File: config.mk
export PLATFORM = sky130hd
export DESIGN_NAME = panel_dsel_ctrl
export DESIGN_NICKNAME = d
export VERILOG_FILES = /design/src/rtl/panel_dsel_ctrl.sv
export SDC_FILE = /design/constraint.sdc
export NUM_CORES = 1
export LEC_CHECK = 0
export CORE_ASPECT_RATIO = 0.5
export CORE_MARGIN = 2
export CORE_UTILIZATION = 25
export CTS_CLUSTER_DIAMETER = 40
export DETAILED_ROUTE_END_ITERATION = 12
export PLACE_DENSITY = 0.48
export SETUP_SLACK_MARGIN = 0.5
export SKIP_CTS_REPAIR_TIMING = 1
export SLEW_MARGIN = 10
export SYNTH_ARGS = -nofsm -noshare
export SYNTH_HDL_FRONTEND = slang
export SYNTH_SLANG_ARGS = --single-unit
File: constraint.sdc
create_clock -name clk -period 7.6 [get_ports clk]
set_input_delay 0.76 -clock clk [delete_from_list [all_inputs] [get_ports clk]]
set_output_delay 0.76 -clock clk [all_outputs]
set_load 0.01 [all_outputs]
File: src/rtl/panel_dsel_ctrl.sv
// panel_dsel_ctrl: front-panel display-select controller.
// Conditions the raw STEP and MODE pushbuttons (2-flop sync + debounce + rising-edge pulse)
// and either steps the one-hot display select manually or auto-scans it every SCAN_PERIOD
// cycles. Auto-scan holds while a panel switch operation is active.
//
// Optional feature macro: PANEL_HALT_SNAP_EN
//   When defined, a falling edge on the synchronized run signal snaps the selection to AC
//   and returns to manual mode. When undefined, run is ignored.
//
// Ports:
//   clk        system clock
//   reset      asynchronous, active-high reset
//   btn_step   raw STEP pushbutton (asynchronous, active-high)
//   btn_mode   raw MODE pushbutton (asynchronous, active-high)
//   sw_active  panel switch operation in progress; freezes auto-scan
//   run        processor running (used only with PANEL_HALT_SNAP_EN)
//   dsel       one-hot display select: bit5=state .. bit0=IO bus
//   sel_idx    binary selection index: 0=state .. 5=IO bus
//   scan_mode  1=AUTO, 0=MANUAL
module panel_dsel_ctrl #(
  parameter int unsigned DB_CYCLES   = 50000,
  parameter int unsigned SCAN_PERIOD = 50000000
) (
  input  logic       clk,
  input  logic       reset,
  input  logic       btn_step,
  input  logic       btn_mode,
  input  logic       sw_active,
  input  logic       run,
  output logic [5:0] dsel,
  output logic [2:0] sel_idx,
  output logic       scan_mode
);

  localparam int unsigned DbW   = $clog2(DB_CYCLES);
  localparam int unsigned ScanW = $clog2(SCAN_PERIOD);

  localparam logic [DbW-1:0]   DbMax   = DbW'(DB_CYCLES - 1);
  localparam logic [ScanW-1:0] ScanMax = ScanW'(SCAN_PERIOD - 1);

  localparam logic [0:0] StManual = 1'b0;
  localparam logic [0:0] StAuto   = 1'b1;

  // Button conditioning; index 0 = STEP, index 1 = MODE.
  logic [1:0]     btn_raw;
  logic [1:0]     sync1_q, sync2_q, level_q, prev_q;
  logic [DbW-1:0] db_cnt_q [2];
  logic [1:0]     pulse;
  logic           step_pulse, mode_pulse;

  assign btn_raw = {btn_mode, btn_step};

  always_ff @(posedge clk or posedge reset) begin
    if (reset) begin
      sync1_q     <= '0;
      sync2_q     <= '0;
      level_q     <= '0;
      prev_q      <= '0;
      db_cnt_q[0] <= '0;
      db_cnt_q[1] <= '0;
    end else begin
      sync1_q <= btn_raw;
      sync2_q <= sync1_q;
      prev_q  <= level_q;
      for (int i = 0; i < 2; i++) begin
        if (sync2_q[i] == level_q[i]) begin
          db_cnt_q[i] <= '0;
        end else if (db_cnt_q[i] == DbMax) begin
          level_q[i]  <= sync2_q[i];
          db_cnt_q[i] <= '0;
        end else begin
          db_cnt_q[i] <= db_cnt_q[i] + 1'b1;
        end
      end
    end
  end

  // Debounced rising edge only; releases produce nothing.
  assign pulse      = level_q & ~prev_q;
  assign step_pulse = pulse[0];
  assign mode_pulse = pulse[1];

  // Halt snap
  logic halt_snap;

`ifdef PANEL_HALT_SNAP_EN
  logic run_s1_q, run_s2_q, run_prev_q;

  always_ff @(posedge clk or posedge reset) begin
    if (reset) begin
      run_s1_q   <= 1'b0;
      run_s2_q   <= 1'b0;
      run_prev_q <= 1'b0;
    end else begin
      run_s1_q   <= run;
      run_s2_q   <= run_s1_q;
      run_prev_q <= run_s2_q;
    end
  end

  assign halt_snap = run_prev_q & ~run_s2_q;
`else
  logic unused_run;
  assign unused_run = run;
  assign halt_snap  = 1'b0;
`endif

  // Selection state machine
  logic [0:0]       mode_q, mode_d;
  logic [2:0]       sel_q, sel_d, sel_next;
  logic [5:0]       dsel_q, dsel_d;
  logic [ScanW-1:0] scan_cnt_q, scan_cnt_d;

  assign sel_next = (sel_q == 3'd5) ? 3'd0 : sel_q + 3'd1;

  always_comb begin
    mode_d     = mode_q;
    sel_d      = sel_q;
    scan_cnt_d = scan_cnt_q;
    if (halt_snap) begin
      mode_d     = StManual;
      sel_d      = 3'd2;
      scan_cnt_d = '0;
    end else if (mode_q == StManual) begin
      // Mode wins over a coincident step; the step is dropped.
      if (mode_pulse) begin
        mode_d     = StAuto;
        scan_cnt_d = '0;
      end else if (step_pulse) begin
        sel_d = sel_next;
      end
    end else begin
      // Any button leaves AUTO and suppresses a coincident scan expiry.
      if (mode_pulse || step_pulse) begin
        mode_d = StManual;
      end else if (!sw_active) begin
        if (scan_cnt_q == ScanMax) begin
          sel_d      = sel_next;
          scan_cnt_d = '0;
        end else begin
          scan_cnt_d = scan_cnt_q + 1'b1;
        end
      end
    end
  end

  assign dsel_d = 6'b100000 >> sel_d;

  always_ff @(posedge clk or posedge reset) begin
    if (reset) begin
      mode_q     <= StManual;
      sel_q      <= 3'd0;
      dsel_q     <= 6'b100000;
      scan_cnt_q <= '0;
    end else begin
      mode_q     <= mode_d;
      sel_q      <= sel_d;
      dsel_q     <= dsel_d;
      scan_cnt_q <= scan_cnt_d;
    end
  end

  assign dsel      = dsel_q;
  assign sel_idx   = sel_q;
  assign scan_mode = mode_q;

endmodule

==> results.yml <==
run_status:
  outcome: "finished, final reports clean"
critical_path:
  crit_buf_inv: 1
  critical_path_class: "in -> reg"
  r2r_end: "scan_cnt_q[2]"
  cp_top_family: "simple AND/OR/NAND/NOR gates"
  startpoint_type: "input pin"
  cp_max_fo: 8
  path_cells: "clkdlybuf4s50_1 > nand2b_1 > or3_1 > or4_4 > a21oi_4 > mux2_1"
  end_kind: "register"
  reg2reg_setup_slack_ns: 4.75
  required_ns: 7.82
  reg2reg_from: "scan_cnt_q[10]"
  slowest_delay_ns: 0.63
  crit_arrival_ns: 3.12
  reg2reg_depth: 5
  slowest_stage: "or4_4"
min_path:
  hold_class: "reg -> reg"
  worstHoldStart: "sync1_q[1]"
  hold_path_end: "sync2_q[1]"
  hold_path_depth: 0
floorplan:
  core_sq_um: 14500
  die_w_microns: 176
  ios: 16
  dieArea_sq_um: 15900
  std_cell_rows: 31
  start_util_pct: 25.6
  die_h_microns: 90.1
timing:
  relSlewSlack_pct: 28.4
  setup_ws_ns: 4.70
  period_share_pct: 38.2
  tns_ns: 0
  holdWs_ns: 0.351
  tightest_slew_ns: 1.07
  hold_violations: 0
  finalCriticalPeriod_ns: 2.90
  maxSlewViolCount: 0
  setup_violations: 0
  finalClockSkew_ns: 0.00736
  rsz0062_at_grt: "false"
  timing.fmax_ghz: 0.345
clock_network:
  cts_buffers: 9
  cts_tree: "done"
  cts-root-buf: "clkbuf_16"
  cts_sinks: 76
  clk_pin_slew_worst_paths_ns: 0.06
  clkLatencyLatePin_ns: 0.33
  clockBufferDepth: 2
  htree_levels: 3
final_layout:
  final_cell_mix: "dfrtp_1, nor2_1, nand2_1, xor2_1, nand4_1"
  syn_to_final_growth_pct: 18.1
  fin_util_pct: 30.3
  mostFrequentLayoutCell: "dfrtp_1"
  drive_above_1_share_pct: 8.12
  nets: 398
  antenna_cells: 0
place:
  place_congestion: 0.736
  dp_hpwl_mm: 4.68
  place_ws_ns: 4.35
  portBuffers: 14
grt:
  grt_pass1_vias: 2687
  track_usage_pct: 10.2
  grt_pass1_wl_mm: 13.1
  grt_max_degree: 77
  antenna_found_initial: 0
  grt_overflow_total: 0
route:
  viasPerCell: 4.47
  dr.pass1.iters: 4
  wl_per_cell_microns: 12.2
  vias: 2648
  routed_wl_mm: 7.21
  ant_nets: 0
  drcViolationCount: 0
  drtIter0Drc: 125
power:
  power.density_cell_area_nw_per_um2: 203
  p_leak_nw: 1.83
  vdd_drop_max_v: 0.000109
synth:
  postSynth.topFlopCell: "dfrtp_1"
  async_flop_share_pct: 100
  synth-seq-cells: 76
  yosysWarnings: 0
  syn_area_sq_um: 3710
  syn_inst: 375
  synth-edff-count: 0
  syn_nets: 384
  syn_area_per_cell_sq_um: 9.89
  yosysSeqAreaShare_pct: 51.3
  yosysUniqueCellTypes: 45
flow_run:
  max-cap-violations: 0
==> cell usage after synthesis, types with 2 or more instances <==
cell       n  area share [%]
a21oi_1    8             1.1
a22o_1     7             1.7
and2_1     7             1.2
and3_1     9             1.5
and4_1     6             1.4
buf_2      3            0.40
clkbuf_1  10             1.0
dfrtp_1   75              51
ha_1       3             1.0
inv_1      7            0.71
mux2_1     2            0.61
mux2_2     3            0.91
nand2_1   31             3.1
nand2b_1   2            0.34
nand3_1   18             2.4
nand4_1   19             3.2
nor2_1    54             5.5
nor2b_1    8             1.4
nor3_1     7            0.94
nor3b_1    4            0.81
nor4_1     6             1.0
o21ai_0   14             1.9
o31a_1     3            0.71
o31ai_1    8             1.6
or2_2      2            0.34
or3_1      4            0.67
or3b_2     2            0.47
xnor2_1   10             2.4
xor2_1    27             6.4
==> worst reg2reg max path, delay by kind of cell, from the launching register on <==
kind / cells / cell delay [ns]
DFF: 1 / 0.46
AOI/OAI and AO/OA: 2 / 1.13
and+or+nand+nor: 3 / 1.14
==> layout make-up <==
| type | instances | area, sq um |
|---|---|---|
| Fill cell | 1485 | 10100 |
| Multi-Input combinational cell | 278 | 1710 |
| Timing Repair Buffer | 17 | 163 |
| Inverter | 7 | 27.5 |
| Tap cell | 198 | 248 |
| Clock buffer | 9 | 225 |
| Sequential cell | 76 | 1900 |
| Clock inverter | 7 | 96.3 |
==> cells by family (layout without fill, tap and decap cells) <==
logic type | count (synthesis) | after routing | share of synthesized area, %
adder cells (fa/ha/maj) | 3 | 3 | 1.01
flip-flops | 76 | 76 | 51.3
XOR/XNOR | 37 | 37 | 8.74
multiplexers | 6 | 6 | 1.79
buffers and inverters | 21 | 40 | 2.43
AO/OA/AOI/OAI | 47 | 47 | 8.81
AND/OR/NAND/NOR | 185 | 185 | 25.9
==> worst max path at each step <==
stage	start	to	slack, ns	cells after the start
2_1_floorplan	reset	db_cnt_q[0]	4.90	1
3_3_place_gp	sw_active	sel_idx[1]	4.34	6
3_5_place_dp	sw_active	sel_idx[1]	4.35	6
4_1_cts	sw_active	sel_idx[1]	4.70	6
5_1_grt	scan_cnt_q[10]	scan_cnt_q[2]	4.52	5
6_report	sw_active	sel_idx[1]	4.70	6
==> per-layer routing <==
layer / track usage [%] / vias to the layer above / share of wire (%) / wire length, microns
li1: - / 1353 / - / -
met1: 13.8 / 1250 / 52 / 3730
met2: 15.4 / 35 / 44 / 3160
met3: 2.88 / 10 / 3.0 / 213
met4: 3.99 / 0 / 1.5 / 110
met5: 0 / - / 0 / 0
==> metrics by stage <==
step	instances	power, mW	cell area (sq um)
2_1_floorplan	375	0.431	3710
3_3_place_gp	576	0.438	4060
3_5_place_dp	576	0.438	4060
4_1_cts	592	0.908	4380
5_1_grt	592	0.926	4380
6_report	592	0.890	4380
==> registers in the layout, indices dropped and copies added (netlist names) <==
register    count
db_cnt_q       32
dsel            6
level_q         2
prev_q          2
scan_cnt_q     26
scan_mode       1
sel_idx         3
sync1_q         2
sync2_q         2
==> where the power goes <==
| part | total, mW | internal (mW) | leakage [nW] | switching, mW |
|---|---|---|---|---|
| registers | 0.411 | 0.408 | 0.992 | 0.00279 |
| logic | 0.0181 | 0.00536 | 0.680 | 0.0127 |
| clock network | 0.461 | 0.289 | 0.160 | 0.172 |
| total | 0.890 | 0.703 | 1.83 | 0.187 |
Power figures use the tool's default switching activity.
==> RTL edit 1 (config.mk and constraints unchanged) <==
Change the parameter `DB_CYCLES` from 50000 to 200000.
--- a/src/rtl/panel_dsel_ctrl.sv
+++ b/src/rtl/panel_dsel_ctrl.sv
@@ -18,7 +18,7 @@
 //   sel_idx    binary selection index: 0=state .. 5=IO bus
 //   scan_mode  1=AUTO, 0=MANUAL
 module panel_dsel_ctrl #(
-  parameter int unsigned DB_CYCLES   = 50000,
+  parameter int unsigned DB_CYCLES   = 200000,
   parameter int unsigned SCAN_PERIOD = 50000000
 ) (
   input  logic       clk,
Formal check against the unedited RTL: same outputs for any inputs over 10 cycles, from zero or initial values and one cycle with reset high; that may be too few to reach the edited logic, so the function may still have changed.
==> RTL edit 1 against the unedited design <==
Routed wire length shrank 2.0%. Via count grew 1.2%. Worst setup slack gained 430 ps. Sequential cell count grew 4. Non-clock buffer count shrank 1. Synthesized cell count is the same. First-iteration DRC count shrank 26%. Power shrank 2.4%. Area after synthesis grew 4.5%. Final area grew 3.0%. Highest routed layer unchanged.
==> RTL edit 1: results (changes against the unedited design) <==
Run status
  • Outcome: finished, final reports clean

Timing
  • Slew HR: 0.328 (+0.0440)
  • Final Skew: 5.26 ps (-2.10 ps)
  • F_max: 405 MHz (+17%)

Drt
  • WL/cell: 11.7 µm (-3.8%)
  • Initial DRC Count: 92 (-26%)
  • WL met1: 3520 µm (-5.7%)
  • Routed WL: 7060 µm (-2.0%)
  • Via count: 2680 (+1.2%)
  • Detail Route met3 WL: 214 µm (+0.47%)
  • Met2 WL post-DR: 3260 µm (+3.1%)

Global route
  • Met3 Resource Use GR: 0.0334 (+0.00460)
  • GR met2 Demand/Resource: 0.151 (-0.00289)
  • First-pass GRT wire length: 12600 µm (-4.1%)
  • M1 GR Usage: 0.121 (-0.0174)
  • Vias in the first global route: 2590 (-3.6%)
  • Global router's overall resource usage: 0.0943 (-0.00761)

Layout
  • Fill count: 1639 (+10%)
  • Share of cells above drive strength 1: 0.0877 (+0.00650)
  • Non-clock buffer share: 0.0344 (-0.00276)
  • Layout net count: 403 (+1.3%)
  • Non-clk invs: 9 (+2)

Power and ir drop
  • Leak: 1.95 nW (+6.4%)
  • Maximum vdd ir drop: 0.0944 mV (-13%)
  • Switching part of the total power: 0.206 (-0.00461)
  • Power share of the sequential group: 0.499 (+0.037)

Placement
  • Routability Congestion: 0.699 (-4.9%)
  • Dpl hpwl: 4620 µm (-1.4%)
  • Placed cell count: 587 (+1.9%)

Critical path
  • Critical path peak fanout: 7 (-1)
  • Critical path data arrival time: 2680 ps (-440 ps)
  • Critical path's largest stage delay: 430 ps (-200 ps)
  • Slowest stage cell, crit path: nor4_4

Yosys
  • Sequential element share of the synthesized area: 0.517 (+0.00379)
  • Main area contributors after synthesis: dfrtp_1 51%, xor2_1 7.0%, nor2_1 6.6%
  • Syn avg cell area: 10.3 µm² (+4.5%)
  • Commonest cells post-synth: 79 x dfrtp_1, 68 x nor2_1, 31 x xor2_1, 25 x xnor2_1, 23 x nand3_1
RTL edit 1: cell count changes after synthesis, sizes merged, moves of 5 or more:
cell / before / now
nor3: 7 / 12
xnor2: 10 / 25
a21oi: 9 / 3
clkbuf: 10 / 1
nand2: 31 / 21
nand3: 18 / 23
a22o: 7 / 0
o21ai: 14 / 7
nor2: 54 / 68
o31ai: 9 / 1
RTL edit 1: kinds of logic after synthesis:
kind of cell | after synthesis | share of synthesized area
fa+ha+maj | 3 | 0.00969
flops | 80 | 0.517
mux | 3 | 0.00969
xor+xnor | 56 | 0.127
buf+inv | 17 | 0.0239
simple gates | 200 | 0.282
compound gates | 16 | 0.0310
RTL edit 1: worst paths after layout:
path                          startpoint              to  slack (ps)  cells after the start
min in group asynchronous          reset    db_cnt_q[32]        1060                      3
setup reg to reg           scan_cnt_q[0]  scan_cnt_q[15]        5290                      5
hold / removal                sync1_q[1]      sync2_q[1]         350                      0
setup / recovery               sw_active      sel_idx[1]        5130                      6
max in group asynchronous          reset   scan_cnt_q[0]        5890                      3
hold reg to reg               sync1_q[1]      sync2_q[1]         350                      0
RTL edit 1: worst reg2reg max path: stages, from the launching register on:
cell	delay, ps
dfrtp_1	410
ha_1	220
nand4_1	280
or4_4	610
o21ai_4	530
nor2_1	130
RTL edit 1: stage by stage:
| stage | hold slack [ps] | setup WS (ps) | power, mW | util | cell area (µm²) |
|---|---|---|---|---|---|
| 5_1_grt | 363 | 5050 | 0.907 | 0.295 | 4510 |
| 2_1_floorplan | 331 | 4790 | 0.454 | - | 3870 |
| 6_report | 351 | 5130 | 0.868 | 0.295 | 4510 |
| 3_5_place_dp | 339 | 4790 | 0.461 | 0.276 | 4230 |
| 3_3_place_gp | 336 | 4780 | 0.462 | 0.276 | 4230 |
| 4_1_cts | 353 | 5130 | 0.888 | 0.295 | 4510 |
==> RTL edit 2 (same settings) <==
Without the edit above. Put one more register stage on the output `scan_mode`, with the module's reset. The value now appears one clock later. The other outputs are not delayed to match.
--- a/src/rtl/panel_dsel_ctrl.sv
+++ b/src/rtl/panel_dsel_ctrl.sv
@@ -162,7 +162,13 @@
 
   assign dsel      = dsel_q;
   assign sel_idx   = sel_q;
-  assign scan_mode = mode_q;
+  always_ff @(posedge clk or posedge reset) begin
+    if (reset) begin
+      scan_mode <= '0;
+    end else begin
+      scan_mode <= mode_q;
+    end
+  end
 
 endmodule
 
Check against the original RTL: no difference found for any inputs over 10 cycles, from zero or initial values and one cycle with reset high; that may be too few to reach the edited logic, so the function may still have changed.
==> RTL edit 2 against the unedited design <==
Area after synthesis rose by 0.67%. Register-to-register slack got worse by 20 ps. Power fell by 1.0%. Non-clock buffer count rose by 1. Routed wire length rose by 5.1%. Clock power fell by 3%. Sequential power rose by 1%. Fmax fell by 0.26%. Worst setup slack got worse by 7.4 ps. Sequential cell count rose by 1. Core utilization barely moved. Final area rose by 0.40%. Largest cell class unchanged.
==> RTL edit 2: results (changes against the unedited design) <==
Yosys
  • Net count after synthesis: 385 (+0.26%)
  • Post-synthesis adder-cell area fraction: 0.0101 (-0.0000679)
  • Synth Area in Compound Gates: 0.0875 (-0.000591)
  • Synth Area in XOR/XNOR: 0.0868 (-0.000586)
  • Main area contributors after synthesis: dfrtp_1 51%, xor2_1 6.3%, nor2_1 5.4%
  • Sequential element share of the synthesized area: 0.517 (+0.00326)
  • Syn avg cell area: 9.93 µm² (+0.41%)
  • Post-synthesis mux area share: 0.0178 (-0.000120)

Placement
  • Pre-CTS setup slack: 4330 ps (-12.2 ps)
  • Routability Congestion: 0.728 (-0.99%)
  • Dpl hpwl: 4850 µm (+3.5%)
  • Placed cell count: 578 (+0.35%)

Power and ir drop
  • Maximum vdd ir drop: 0.0884 mV (-19%)
  • Leak: 1.84 nW (+0.48%)
  • Pwr dens: 200 nW/µm² (-1.4%)
  • Seq. pwr: 0.417 mW (+1%)

Layout
  • Share of cells above drive strength 1: 0.0759 (-0.00527)
  • Signal buffers: 18 (+1)
  • Non-clock buffer share: 0.0387 (+0.00156)
  • CLK BUF: 11 (+2)
  • Fill count: 1519 (+2.3%)
  • Seq/total area: 0.439 (+0.00396)
  • Layout Cells excl Fill: 593 (+0.17%)
  • Clock network area share: 0.0698 (-0.00371)
  • Layout net count: 400 (+0.50%)

Global route
  • First-pass GRT wire length: 13300 µm (+1.6%)
  • Largest net degree at the start of global routing: 78 (+1.3%)
  • Met3 Resource Use GR: 0.0303 (+0.00154)
  • Global router's overall resource usage: 0.104 (+0.00211)
  • M1 GR Usage: 0.139 (+0.000479)
  • GR met2 Demand/Resource: 0.161 (+0.00786)

Timing
  • Slew HR: 0.282 (-0.00223)
  • Final Skew: 6.91 ps (-0.453 ps)

Clocking
  • Clock sink count: 77 (+1.3%)

Drt
  • Initial DRC Count: 153 (+22%)
  • WL/cell: 12.8 µm (+5.0%)
  • Via count: 2722 (+2.8%)

Floorplanning
  • Die width: 177 µm (+0.33%)

Run status
  • Outcome: finished, final reports clean
==> RTL edit 2: cell count changes after synthesis <==
cell     unedited run  this run
dfrtp_1            75        76
==> RTL edit 2: path summary, 6_finish.rpt <==
path | slack [ps] | end | start | cells past startpoint
setup / recovery | 4690 | sel_idx[2] | sw_active | 6
hold reg to reg | 350 | sync2_q[1] | sync1_q[1] | 0
max in group asynchronous | 5920 | scan_cnt_q[7] | reset | 3
setup reg to reg | 4730 | scan_cnt_q[7] | scan_cnt_q[10] | 5
min in group asynchronous | 1060 | db_cnt_q[12] | reset | 3
hold / removal | 350 | sync2_q[1] | sync1_q[1] | 0
==> RTL edit 2: worst max-delay path, cell delays in order <==
cell	delay (ps)
clkdlybuf4s50_1	440
nand2b_1	180
or3_1	470
or4_4	630
a21oi_4	290
mux2_1	350
==> RTL edit 2: routing by layer <==
metal	routed length, µm	share of wire
met1	3790	0.50
met4	106	0.014
met3	194	0.026
met2	3490	0.46
met5	0	0
